[config.mk]
export PLATFORM = sky130hd
export DESIGN_NAME = pdm_mic_frontend
export DESIGN_NICKNAME = d
export VERILOG_FILES = /design/src/rtl/pdm_mic_frontend.sv
export SDC_FILE = /design/constraint.sdc
export NUM_CORES = 1
export LEC_CHECK = 0
export CORE_MARGIN = 1.5
export CORE_UTILIZATION = 60
export DETAILED_ROUTE_END_ITERATION = 10
export GPL_TIMING_DRIVEN = 0
export PLACE_DENSITY = 0.79
export SYNTH_ARGS = -nofsm -noshare
export SYNTH_HDL_FRONTEND = slang
export SYNTH_SLANG_ARGS = --single-unit
[constraint.sdc]
create_clock -name clk_i -period 6 [get_ports clk_i]
set_input_delay 1.5 -clock clk_i [delete_from_list [all_inputs] [get_ports clk_i]]
set_output_delay 1.5 -clock clk_i [all_outputs]
set_load 0.01 [all_outputs]
[src/rtl/pdm_mic_frontend.sv]
// pdm_mic_frontend: PDM mic clock, sliding-window ones density, deviation and peak hold in clk_i domain
// Define PEAK_DECAY_EN to let peak_o decay by 1 every DECAY_SAMPLES valid samples.
module pdm_mic_frontend #(
   parameter int CLK_DIV = 50,
   parameter int WIN_LOG2 = 7
`ifdef PEAK_DECAY_EN
   , parameter int DECAY_SAMPLES = 1024
`endif
) (
   input  logic                clk_i,
   input  logic                rst_ni,
   output logic                m_clk_o,
   output logic                m_lrsel_o,
   input  logic                m_data_i,
   input  logic                clear_i,
   output logic                sample_valid_o,
   output logic [WIN_LOG2:0]   density_o,
   output logic [WIN_LOG2-1:0] deviation_o,
   output logic [WIN_LOG2-1:0] peak_o
);
   localparam int WIN = 1 << WIN_LOG2;
   localparam int DW = $clog2(CLK_DIV);
   localparam logic [WIN_LOG2:0] MID = (WIN_LOG2+1)'(WIN / 2);
   localparam logic [WIN_LOG2:0] FULL = (WIN_LOG2+1)'(WIN);

   logic [DW-1:0]       div_cnt;
   logic [1:0]          sync;
   logic [WIN-1:0]      win;
   logic [WIN_LOG2:0]   dens, dens_next, fill;
   logic [WIN_LOG2-1:0] dev_next, peak_next;
   logic                div_wrap, sample_evt, full_next;

   assign m_lrsel_o = 1'b0;
   assign div_wrap = div_cnt == DW'(CLK_DIV - 1);
   assign sample_evt = div_wrap && !m_clk_o;
   assign full_next = fill >= FULL - (WIN_LOG2+1)'(1);
   assign dens_next = dens + (WIN_LOG2+1)'(sync[1]) - (WIN_LOG2+1)'(win[WIN-1]);
   assign dev_next = WIN_LOG2'(dens_next >= MID ? dens_next - MID : MID - dens_next);

`ifdef PEAK_DECAY_EN
   localparam int CW = $clog2(DECAY_SAMPLES + 1);
   logic [CW-1:0] decay_cnt;
   logic          decay;
   assign decay = decay_cnt == CW'(DECAY_SAMPLES - 1);
   assign peak_next = dev_next >= peak_o ? dev_next : decay ? peak_o - WIN_LOG2'(1) : peak_o;
   always_ff @(posedge clk_i) begin
      if (!rst_ni || clear_i)
         decay_cnt <= '0;
      else if (sample_evt && full_next)
         decay_cnt <= (dev_next >= peak_o || decay) ? '0 : decay_cnt + CW'(1);
   end
`else
   assign peak_next = dev_next > peak_o ? dev_next : peak_o;
`endif

   always_ff @(posedge clk_i) begin
      if (!rst_ni) begin
         div_cnt <= '0;
         m_clk_o <= 1'b0;
         sync <= '0;
      end else begin
         div_cnt <= div_wrap ? '0 : div_cnt + DW'(1);
         m_clk_o <= m_clk_o ^ div_wrap;
         sync <= {sync[0], m_data_i};
      end
   end

   // clear has priority, so a coincident sample is dropped without a strobe
   always_ff @(posedge clk_i) begin
      if (!rst_ni || clear_i) begin
         win <= '0;
         dens <= '0;
         fill <= '0;
         sample_valid_o <= 1'b0;
         density_o <= '0;
         deviation_o <= '0;
         peak_o <= '0;
      end else begin
         sample_valid_o <= sample_evt && full_next;
         if (sample_evt) begin
            win <= {win[WIN-2:0], sync[1]};
            dens <= dens_next;
            fill <= fill == FULL ? fill : fill + (WIN_LOG2+1)'(1);
            if (full_next) begin
               density_o <= dens_next;
               deviation_o <= dev_next;
               peak_o <= peak_next;
            end
         end
      end
   end
endmodule
==> out/summary.txt <==
GRT overflow - 0
Worst Setup End Kind - register
Crit-path max FO - 10
RSZ-0062 raised after global routing - no
Fraction of layout cells with a size suffix above 1 - 5.490%
Global-route wire length before repair - 21810 µm
Vias in the first global route - 4822
Logic gate share of total power - 1.9%
Post-synth EDFFs - 0
Seq/Total Area, Yosys - 50.52%
Detailed Place HPWL - 8700 µm
Worst Hold Class - register to register
FF-to-FF setup slack - 1040 ps
Mapped Nets - 732
Top_reg_cell synth - dfxtp_1
Slew headroom - 48.24%
Die area - 0.01221 mm²
Final wirelength - 12700 µm
CTS tree - built
Cell taking the most area after synthesis - dfxtp_1
Skew-Pair Late Insertion Delay - 440 ps
Clock buffer count from CTS - 17
Clk_skew - 19.60 ps
Layout Cells excl Fill - 908
Critical Path AT - 5310 ps
Net count, final - 778
Post-synthesis async set-or-reset flop share - 0%
1st-iter DRT viols - 190
Hold_ws - 458.1 ps
Fin crit share - 82.66%
Drt drc - 0
Fillers - 845
Yosys reg bits - 175
Critical path class - register to register
Max cap viols - 0
Status - finished, final reports clean
Max Root-Sink Buffers - 2
Setup Fix Bufs, Post-CTS - 0
Int Power - 1.815 mW
Initial core utilization - 61.25%
Placed Instances - 876
Worst setup margin - 1040 ps
Actual slew at the worst max-slew pin - 776.3 ps
Worst-path cell chain - inv_1, ha_1, inv_1, ha_1, fa_1, a211oi_2, nor4b_1, or3_1, buf_2, nor2_1, mux2i_1, inv_1, ha_1, nor2b_1, o21a_1, o211ai_1, a211oi_1, buf_2, nand3_1, o211ai_2
Clock sink count - 175
Row count - 39
Fin. Hold Viols - 0
Post-Syn Area - 0.006934 mm²
Most common cell after layout, fill and taps aside - dfxtp_1
F_max - 0.2016 GHz
Port Buffer Count - 27
Drt first pass iters - 4
Worst VDD drop - 0.3149 mV
Core ar. - 0.01132 mm²
Min Tclk post-route - 4960 ps
DP Worst Slack - 1170 ps
Drt via density - 5.334
Sw power - 0.4872 mW
Routed via count - 4843
TNS Setup - 0 ps
Slowest CP cell - a211oi_1
Post-Synthesis Cells - 706
Die Height - 110.5 µm
Synth area leaders - dfxtp_1 (51%), mux2i_1 (20%), nor2_1 (9.1%), ha_1 (3.8%), xor2_1 (1.5%)
Slew Viols, Final - 0
Slowest stage delay, CP - 580 ps
Net Sw Frac - 21.16%
Synthesized area per cell - 9.822 µm²
Post-route ant nets - 0
Routability cong. - 0.8857
Ant. Diodes - 0
# IOs - 29
Synth cell types - 44
Sequential power share - 50.6%
CP Data Required Time - 6350 ps
Synth top area share - 50.52%
Area Growth Syn to Fin - 14.96%
# setup viols final - 0
Die width - 110.5 µm
Crit path launch type - register
Clk pwr share - 47.5%
Hold buffer count at cts - 0
Leak Pwr - 2.637 nW
Initial antenna violation count - 0
Most frequent cells in the layout - dfxtp_1 (175), nor2_1 (168), mux2i_1 (137), clkdlybuf4s50_1 (27), inv_1 (26)
H-tree levels - 4
Post-CTS Resized - 0
Total track usage - 21.98%
Yosys Warn Count - 0
WL/cell - 13.98 µm
PwrDens - 288.8 mW/mm²
Root Buffer - clkbuf_16
Worst-path clk slew - 70 ps
Largest net degree at the start of global routing - 17
## cell families after synthesis
group	count (synthesis)	synth area share, %
simple gates	230	13.80
xor+xnor	20	2.526
compound gates	52	5.179
flops	175	50.52
mux	137	19.78
fa+ha+maj	22	4.078
other cells	1	0.05408
buf+inv	69	4.060
## worst paths after layout
path,start,to,depth (start not counted)
worst max register to register,dens[0],peak_o[2],20
worst max-delay path,dens[0],peak_o[2],20
worst min-delay path,sync[0],sync[1],1
worst min register to register,sync[0],sync[1],1
## worst max-delay path, delay by kind of cell (launching register included)
| family | cells | cell delay (ps) |
|---|---|---|
| compound gates | 5 | 1340 |
| simple gates | 5 | 870 |
| fa+ha+maj | 4 | 1250 |
| buf+inv | 5 | 680 |
| mux | 1 | 400 |
| flops | 1 | 330 |
## layer usage
metal / track usage [%] / routed length, µm / vias up
met5: 0 / 0 / -
met4: 8.547 / 198 / 0
met3: 7.300 / 569 / 22
met2: 37.74 / 6254 / 93
met1: 25.33 / 5672 / 2252
li1: - / - / 2476
## cell type report
| class | instances | area (µm²) | area share (%) |
|---|---|---|---|
| buffer | 43 | 183.9 | 2.307 |
| multi-input combinational | 462 | 3149 | 39.51 |
| clock buffer | 20 | 456.7 | 5.729 |
| inverter | 26 | 97.59 | 1.224 |
| tap | 143 | 178.9 | 2.245 |
| clock inverter | 12 | 131.4 | 1.648 |
| sequential | 175 | 3503 | 43.95 |
| timing repair buffer | 27 | 270.3 | 3.390 |
## state kept, by name, summed over array words and instances (netlist names)
signal          flops
win               128
dens                8
density_o           8
fill                8
peak_o              7
deviation_o         6
div_cnt             6
sync                2
m_clk_o             1
sample_valid_o      1
## power by group through the flow
stage | combinational (mW) | sequential [mW] | clock [mW]
2_1_floorplan | 0.0299 | 1.19 | 0
3_3_place_gp | 0.0410 | 1.19 | 0
3_5_place_dp | 0.0424 | 1.19 | 0
4_1_cts | 0.0429 | 1.17 | 1.11
5_1_grt | 0.0483 | 1.17 | 1.16
6_report | 0.0430 | 1.17 | 1.09
## stage by stage
stage | util (%) | power, mW | cell area, µm²
after global placement | 65.22 | 1.233 | 7383
after floorplan | - | 1.221 | 6934
after CTS | 70.41 | 2.318 | 7971
after detailed placement | 65.22 | 1.234 | 7383
final | 70.41 | 2.302 | 7971
after global routing | 70.41 | 2.371 | 7971
## Yosys cell counts, types with 6 or more instances
cell      instances
mux2i_1         137
nor2_1          168
xnor2_1           8
buf_1            13
inv_1            26
a21oi_1          16
xor2_1           12
dfxtp_1         175
nand3_1          17
nand2_1          20
a211oi_1          9
o21ai_0           6
clkbuf_1         23
ha_1             21
(Power assumes the default switching activity.)
